**config.mk**
```make
export PLATFORM = sky130hd
export DESIGN_NAME = piped_mac_multilane
export DESIGN_NICKNAME = d
export VERILOG_FILES = /design/src/rtl/piped_mac_multilane.sv
export SDC_FILE = /design/constraint.sdc
export NUM_CORES = 1
export LEC_CHECK = 0
export ABC_AREA = 0
export CAP_MARGIN = 20
export CORE_ASPECT_RATIO = 2
export CORE_MARGIN = 8
export CORE_UTILIZATION = 55
export CTS_BUF_LIST = sky130_fd_sc_hd__clkbuf_2 sky130_fd_sc_hd__clkbuf_4 sky130_fd_sc_hd__clkbuf_8
export DETAILED_ROUTE_END_ITERATION = 8
export GPL_TIMING_DRIVEN = 0
export PLACE_DENSITY = 0.79
export SKIP_CTS_REPAIR_TIMING = 1
export SLEW_MARGIN = 20
export SYNTH_ARGS = -nofsm -noshare
export SYNTH_HDL_FRONTEND = slang
export SYNTH_SLANG_ARGS = --single-unit
```
**constraint.sdc**
```tcl
create_clock -name ACLK -period 10.1 [get_ports ACLK]
set_input_delay 2.02 -clock ACLK [delete_from_list [all_inputs] [get_ports ACLK]]
set_output_delay 2.02 -clock ACLK [all_outputs]
set_load 0.1 [all_outputs]
```
**src/rtl/piped_mac_multilane.sv**
```systemverilog
// piped_mac_multilane
//   Multi-lane pipelined multiply-accumulate engine. Each accepted AXI-Stream
//   beat carries LANES signed activation/weight pairs. The products are summed
//   by a balanced adder tree and accumulated across the beats of a packet. One
//   ACC_WIDTH result leaves per packet, three cycles after its TLAST beat is
//   accepted.
//
//   Pipeline: S1 lane products -> S2 adder tree -> S3 accumulate / result.
//   Every stage freezes while a result is waiting for MO_AXIS_TREADY.
//
//   Build option: define PIPED_MAC_SAT_EN to clamp every accumulate step to
//   the signed ACC_WIDTH range. When it is undefined, the accumulator wraps
//   modulo 2^ACC_WIDTH.
//
// Ports
//   ACLK, ARESET     clock; synchronous active-high reset
//   SD_AXIS_*        input beats: TDATA lane i act=[2iW+:W], wgt=[(2i+1)W+:W],
//                    TUSER = clear before add, TLAST = end of dot product,
//                    TID sampled on the TLAST beat
//   MO_AXIS_*        one-beat result packets (TLAST mirrors TVALID)
module piped_mac_multilane #(
  parameter int C_DATA_WIDTH = 8,
  parameter int LANES        = 4,
  parameter int ACC_WIDTH    = 32,
  parameter int TID_WIDTH    = 8
) (
  input  logic                            ACLK,
  input  logic                            ARESET,
  output logic                            SD_AXIS_TREADY,
  input  logic [2*C_DATA_WIDTH*LANES-1:0] SD_AXIS_TDATA,
  input  logic                            SD_AXIS_TLAST,
  input  logic                            SD_AXIS_TUSER,
  input  logic                            SD_AXIS_TVALID,
  input  logic [TID_WIDTH-1:0]            SD_AXIS_TID,
  output logic                            MO_AXIS_TVALID,
  output logic [ACC_WIDTH-1:0]            MO_AXIS_TDATA,
  output logic                            MO_AXIS_TLAST,
  input  logic                            MO_AXIS_TREADY,
  output logic [TID_WIDTH-1:0]            MO_AXIS_TID
);

  localparam int W      = C_DATA_WIDTH;
  localparam int PROD_W = 2 * W;
  localparam int SUM_W  = PROD_W + $clog2(LANES);
  // One guard bit above the wider of accumulator and tree sum, so that a single
  // add can never overflow before it is clamped or wrapped.
  localparam int EXT_W  = ((ACC_WIDTH > SUM_W) ? ACC_WIDTH : SUM_W) + 1;

  localparam logic signed [EXT_W-1:0] ACC_MAX =
    $signed({{(EXT_W-ACC_WIDTH+1){1'b0}}, {(ACC_WIDTH-1){1'b1}}});
  localparam logic signed [EXT_W-1:0] ACC_MIN =
    $signed({{(EXT_W-ACC_WIDTH+1){1'b1}}, {(ACC_WIDTH-1){1'b0}}});

  // Reduce an extended accumulate result to ACC_WIDTH (clamp or wrap).
  function automatic logic signed [ACC_WIDTH-1:0] fit_acc(input logic signed [EXT_W-1:0] v);
`ifdef PIPED_MAC_SAT_EN
    if (v > ACC_MAX) begin
      fit_acc = ACC_MAX[ACC_WIDTH-1:0];
    end else if (v < ACC_MIN) begin
      fit_acc = ACC_MIN[ACC_WIDTH-1:0];
    end else begin
      fit_acc = v[ACC_WIDTH-1:0];
    end
`else
    fit_acc = v[ACC_WIDTH-1:0];
`endif
  endfunction

  logic advance_s;
  logic beat_in_s;

  logic signed [PROD_W-1:0] prod_s [LANES];
  logic signed [PROD_W-1:0] prod_r [LANES];
  logic                     s1_valid_r, s1_last_r, s1_user_r;
  logic [TID_WIDTH-1:0]     s1_tid_r;

  logic signed [SUM_W-1:0]  tree_sum_s;
  logic signed [SUM_W-1:0]  s2_sum_r;
  logic                     s2_valid_r, s2_last_r, s2_user_r;
  logic [TID_WIDTH-1:0]     s2_tid_r;

  logic signed [EXT_W-1:0]     acc_base_s;
  logic signed [ACC_WIDTH-1:0] acc_next_s;
  logic signed [ACC_WIDTH-1:0] acc_r;
  logic                        first_r;   // next beat starts a fresh sum
  logic                        mo_tvalid_r;
  logic [ACC_WIDTH-1:0]        mo_tdata_r;
  logic [TID_WIDTH-1:0]        mo_tid_r;

  // The whole pipeline moves unless a result is stuck at the output.
  assign advance_s      = ~(mo_tvalid_r & ~MO_AXIS_TREADY);
  assign SD_AXIS_TREADY = advance_s & ~ARESET;
  assign beat_in_s      = SD_AXIS_TVALID & SD_AXIS_TREADY;

  // Per-lane signed products of the incoming beat.
  always_comb begin
    for (int i = 0; i < LANES; i++) begin
      prod_s[i] = PROD_W'($signed(SD_AXIS_TDATA[2*i*W +: W])) *
                  PROD_W'($signed(SD_AXIS_TDATA[(2*i+1)*W +: W]));
    end
  end

  // S1: register products and beat tags.
  always_ff @(posedge ACLK) begin
    if (ARESET) begin
      s1_valid_r <= 1'b0;
      s1_last_r  <= 1'b0;
      s1_user_r  <= 1'b0;
      s1_tid_r   <= '0;
      for (int i = 0; i < LANES; i++) prod_r[i] <= '0;
    end else if (advance_s) begin
      s1_valid_r <= beat_in_s;
      s1_last_r  <= SD_AXIS_TLAST;
      s1_user_r  <= SD_AXIS_TUSER;
      s1_tid_r   <= SD_AXIS_TID;
      for (int i = 0; i < LANES; i++) prod_r[i] <= prod_s[i];
    end
  end

  // Balanced adder tree in heap layout: leaves at LANES-1.., node i sums its
  // children 2i+1 and 2i+2, root at index 0. Built bottom-up.
  always_comb begin
    logic signed [SUM_W-1:0] node [2*LANES-1];
    for (int i = 0; i < 2*LANES-1; i++) node[i] = '0;
    for (int i = 0; i < LANES; i++) node[LANES-1+i] = SUM_W'(prod_r[i]);
    for (int i = LANES-2; i >= 0; i--) node[i] = node[2*i+1] + node[2*i+2];
    tree_sum_s = node[0];
  end

  // S2: register the tree sum and tags.
  always_ff @(posedge ACLK) begin
    if (ARESET) begin
      s2_valid_r <= 1'b0;
      s2_last_r  <= 1'b0;
      s2_user_r  <= 1'b0;
      s2_tid_r   <= '0;
      s2_sum_r   <= '0;
    end else if (advance_s) begin
      s2_valid_r <= s1_valid_r;
      s2_last_r  <= s1_last_r;
      s2_user_r  <= s1_user_r;
      s2_tid_r   <= s1_tid_r;
      s2_sum_r   <= tree_sum_s;
    end
  end

  // Next accumulator value: restart on TUSER or on the first beat after TLAST.
  always_comb begin
    acc_base_s = '0;
    if (s2_user_r | first_r) begin
      acc_base_s = '0;
    end else begin
      acc_base_s = EXT_W'(acc_r);
    end
    acc_next_s = fit_acc(acc_base_s + EXT_W'(s2_sum_r));
  end

  // S3: accumulate; on TLAST publish the result and arm an implicit clear.
  always_ff @(posedge ACLK) begin
    if (ARESET) begin
      acc_r       <= '0;
      first_r     <= 1'b1;
      mo_tvalid_r <= 1'b0;
      mo_tdata_r  <= '0;
      mo_tid_r    <= '0;
    end else if (advance_s) begin
      if (s2_valid_r) begin
        if (s2_last_r) begin
          acc_r       <= '0;
          first_r     <= 1'b1;
          mo_tvalid_r <= 1'b1;
          mo_tdata_r  <= acc_next_s;
          mo_tid_r    <= s2_tid_r;
        end else begin
          acc_r       <= acc_next_s;
          first_r     <= 1'b0;
          mo_tvalid_r <= 1'b0;
        end
      end else begin
        mo_tvalid_r <= 1'b0;
      end
    end
  end

  assign MO_AXIS_TVALID = mo_tvalid_r;
  assign MO_AXIS_TLAST  = mo_tvalid_r;
  assign MO_AXIS_TDATA  = mo_tdata_r;
  assign MO_AXIS_TID    = mo_tid_r;

endmodule
```
==> Word-level counts from Yosys, hierarchy flattened <==
Memories as Yosys holds them, arrays and structs flattened.
Cells that the tools add are included.
{ "totals": {"ff_bits": 114, "ram_bits": 64, "in_bits": 78, "word_cells": 49, "n_memories": 1} }
{ "mem_list": {"columns": ["name", "words", "width", "rd", "rd_clocked_by_memory_dff", "wr", "line", "text"], "rows": [
  ["prod_r", 4, 16, 4, 0, 4, "73", "logic signed [PROD_W-1:0] prod_r [LANES];"]
]} }
{ "classes": {"n_addsub": 4, "n_mul": 4, "muxes": 13, "bitwise": 11, "n_reduce_logical": 2} }
{ "op_table": {"columns": ["cell", "n"], "rows": [
  ["multiplier 8 x 8 -> 16 bit", 4],
  ["2-to-1 mux 16 bit", 4],
  ["2-to-1 mux 32 bit", 2],
  ["adder 16 x 16 -> 17 bit", 2],
  ["adder 32 x 18 -> 32 bit", 1],
  ["adder 17 x 17 -> 18 bit", 1],
  ["2-to-1 mux 1 bit", 7],
  ["OR 1 bit", 5],
  ["bitwise AND 1 bit", 3],
  ["NOT 1 bit", 3],
  ["AND reduction 3 bit", 1],
  ["AND reduction 2 bit", 1]
]} }

==> Longest topological paths before layout <==
{ "logic_depth": {"depth_word": 6, "mapped_depth": 18, "depth_no_buf": 18} }

==> Worst setup path after synthesis <==
No wires, ideal clock.
{ "synth_timing": {"kind": "input to register", "from": "input SD_AXIS_TDATA[10]", "to": "memory prod_r[0][13] in the netlist's numbering (data pin)", "setup_ps": 260, "arrival_time_ps": 5640, "setup_slack_ps": 4200, "stages": 16, "path_cell_list": "and2_1 fa_1 inv_1 fa_1 inv_1 fa_1 inv_1 fa_1 inv_1 ha_1 nand2b_1 a21boi_0 o41ai_1 o21ai_0 xor2_1 and2_1"} }
{ "synth_rtl": {"columns": ["item", "line", "text"], "rows": [
  ["from (decl)", "30", "input logic [2*C_DATA_WIDTH*LANES-1:0] SD_AXIS_TDATA,"],
  ["to (decl)", "73", null]
]} }

==> Worst setup path in the final report <==
{ "layout_timing": {"from": "input MO_AXIS_TREADY", "to": "output SD_AXIS_TREADY"} }
{ "layout_between": {"elab_chain_cells": 4} }
{ "layout_rtl": {"columns": ["item", "line", "text"], "rows": [
  ["from (decl)", "38", "input logic MO_AXIS_TREADY,"],
  ["NOT 1 bit", "91", "assign advance_s = ~(mo_tvalid_r & ~MO_AXIS_TREADY);"],
  ["bitwise AND 1 bit", "91", null],
  ["NOT 1 bit (no source line)", null, null],
  ["bitwise AND 1 bit", "92", "assign SD_AXIS_TREADY = advance_s & ~ARESET;"],
  ["to (decl)", "29", "output logic SD_AXIS_TREADY,"]
]} }
No other way between the ends.

==> flow_metrics.env <==
export IMPL_cts_sinks=178
export IMPL_grt_overflow=0
export IMPL_yosysUniqueCellTypes=68
export IMPL_rsz0062_at_grt="no"
export IMPL_hold_viol_final=0
export IMPL_clk_latency_ns=0.52
export IMPL_clock_fmax_ghz=0.1411
export IMPL_drc=0
export IMPL_worstPathMaxFanout=10
export IMPL_yosysWarnings=0
export IMPL_die_h_um=278.8
export IMPL_track_usage=0.2342
export IMPL_wirelength_um=46650
export IMPL_switching_share=0.4778
export IMPL_ir_worst_vdd_mv=0.1869
export IMPL_rows=96
export IMPL_cts_path_max_buffers=2
export IMPL_gp_congestion=0.9459
export IMPL_diodes=0
export IMPL_design_area_um2=21140
export IMPL_final_cell_mix="inv_1, fa_1, and2_1"
export IMPL_synth_edf_count=64
export IMPL_dieArea_um2=41110
export IMPL_vias=14160
export IMPL_drtIter0Drc=620
export IMPL_timing_hold_ws_ns=0.4563
export IMPL_power_w=0.005125
export IMPL_grt_antenna_before_repair=0
export IMPL_relSlewSlack=0.3092
export IMPL_seq_area_frac_synth=0.2213
export IMPL_slew_violations=0
export IMPL_h_tree_depth=4
export IMPL_utilization=0.6177
export IMPL_p_switching_w=0.002449
export IMPL_start_util=0.5550
export IMPL_cap_violations=0
export IMPL_combPwrFrac=0.696
export IMPL_coreArea_um2=34230
export IMPL_power_per_cell_area_nw_per_um2=242.4
export IMPL_finalCritPeriodShare=0.7019
export IMPL_crit_type="in -> out"
export IMPL_worstPathRequired_ns=8.08
export IMPL_synth_top_flop_cell="dfxtp_1"
export IMPL_place_hpwl_um=39900
export IMPL_synth_area_um2=19000
export IMPL_layout_commonest_cell="inv_1"
export IMPL_syn_inst=1962
export IMPL_setup_viol=0
export IMPL_io_pins=121
export IMPL_worst_setup_path_end_kind="primary output"
export IMPL_min_period_ns=7.089
export IMPL_cts_made_buffers=17
export IMPL_p_clk_frac=0.098
export IMPL_cts_tree="built"
export IMPL_layout_area_overhead_vs_synth_pct=11.29
export IMPL_skew_ns=0.01862
export IMPL_cp_arrival_ns=5.07
export IMPL_clk_pin_slew_ns=0.09
export IMPL_ys_async_sr_fraction=0
export IMPL_grt_start_max_net_pins=66
export IMPL_cts_root_buffer="clkbuf_8"
export IMPL_grt_pass1_wl_um=76380
export IMPL_tightest_slew_ns=1.033
export IMPL_final_antenna_net_count=0
export IMPL_wire_per_inst_um=18.27
export IMPL_fp_dieW_um=147.4
export IMPL_p_seq_frac=0.206
export IMPL_worstSetupStartpointType="primary input"
export IMPL_ys_seq_elements=178
export IMPL_p_int_w=0.002677
export IMPL_dpl_instance_area_um2=20740
export IMPL_worstHoldPathType="reg -> reg"
export IMPL_fillers=2934
export IMPL_io_buffer_count=119
export IMPL_outcome="finished clean"
export IMPL_grt_pass1_vias=15860
export IMPL_fin_setup_tns_ns=0
export IMPL_syn_area_per_cell_um2=9.684
export IMPL_syn_nets=2458
export IMPL_dr_pass1_iters=5
export IMPL_leakagePower_nw=9.962
export IMPL_vias_per_cell=5.545
export IMPL_nNetsFinal=2596
export IMPL_drive_above_1_share=0.02840
==> Yosys cell counts, types with 19 or more instances <==
library cell	instances	area share
ha_1	164	0.11
nand2_1	109	0.022
dfxtp_1	114	0.12
fa_1	254	0.27
inv_1	343	0.068
nor3_1	25	0.0066
edfxtp_1	64	0.10
a21o_1	35	0.014
xnor2_1	56	0.026
clkbuf_1	35	0.0069
nand2b_1	19	0.0063
and2_1	226	0.074
a21oi_1	64	0.017
nor2_1	94	0.019
nor2b_1	35	0.012
o21ai_0	50	0.013
a22o_1	72	0.033
xor2_1	33	0.015
==> power groups by stage <==
stage	Combinational [W]	Sequential [W]	Clock (W)
6_report	0.00357	0.00105	0.000505
5_1_grt	0.00399	0.00107	0.000533
4_1_cts	0.00357	0.00106	0.000505
3_5_place_dp	0.00354	0.00107	0
3_3_place_gp	0.00343	0.00107	0
2_1_floorplan	0.00264	0.00103	0
==> registers in the layout, summed over array words and instances, names as in the netlist <==
| name | flops |
|---|---|
| prod_r | 64 |
| MO_AXIS_TDATA | 32 |
| acc_r | 32 |
| s2_sum_r | 18 |
| MO_AXIS_TID | 8 |
| s1_tid_r | 8 |
| s2_tid_r | 8 |
| MO_AXIS_TLAST | 1 |
| first_r | 1 |
| s1_last_r | 1 |
| s1_user_r | 1 |
| s1_valid_r | 1 |
| s2_last_r | 1 |
| s2_user_r | 1 |
| s2_valid_r | 1 |
==> routing by layer <==
metal	routed length, µm	vias up	global-route usage
met3	1247	158	0.02757
li1	-	6655	-
met4	3002	0	0.1583
met5	0	-	0
met2	27390	338	0.4778
met1	15010	7010	0.2024
==> cell families after synthesis <==
group	Yosys count	synth area share
buffers and inverters	388	0.07883
flip-flops	178	0.2213
multiplexers	9	0.005005
AO/OA/AOI/OAI	325	0.1227
adder cells (fa/ha/maj)	418	0.3756
AND/OR/NAND/NOR	555	0.1555
XOR/XNOR	89	0.04103
==> path summary, 6_finish.rpt <==
check,cells after the start,slack (ns),from,end
worst min register to register,2,0.46,first_r$_SDFFE_PP1P_,first_r$_SDFFE_PP1P_
worst max-delay path,7,3.01,MO_AXIS_TREADY,SD_AXIS_TREADY
worst min-delay path,2,0.46,first_r$_SDFFE_PP1P_,first_r$_SDFFE_PP1P_
worst max register to register,13,6.02,prod_r[1][1]$_SDFFCE_PN0P_,s2_sum_r[15]$_SDFFE_PP0N_
==> per-stage QoR <==
step | setup WS, ns | cells
6_report | 3.011 | 2554
5_1_grt | 2.867 | 2554
3_5_place_dp | 3.037 | 2522
2_1_floorplan | 4.200 | 1962
3_3_place_gp | 3.033 | 2522
4_1_cts | 3.016 | 2554
==> area by class of cell <==
class	count	area (µm²)	area share
Inverter	343	1290	0.06101
Clock inverter	15	165.2	0.007811
Clock buffer	17	234.0	0.01107
Multi-Input combinational cell	1396	13300	0.6289
Timing Repair Buffer	119	1191	0.05633
Tap cell	441	551.8	0.02610
Sequential cell	178	4204	0.1988
Buffer	45	210.2	0.009941
==> worst max-delay path, cell delays in order <==
cell	delay, ns
clkdlybuf4s50_1	0.47
nand2b_1	0.20
nand2b_1	0.20
inv_1	0.11
clkbuf_1	0.47
clkbuf_1	0.34
clkdlybuf4s50_1	1.24
Power figures use the tool's default switching activity.
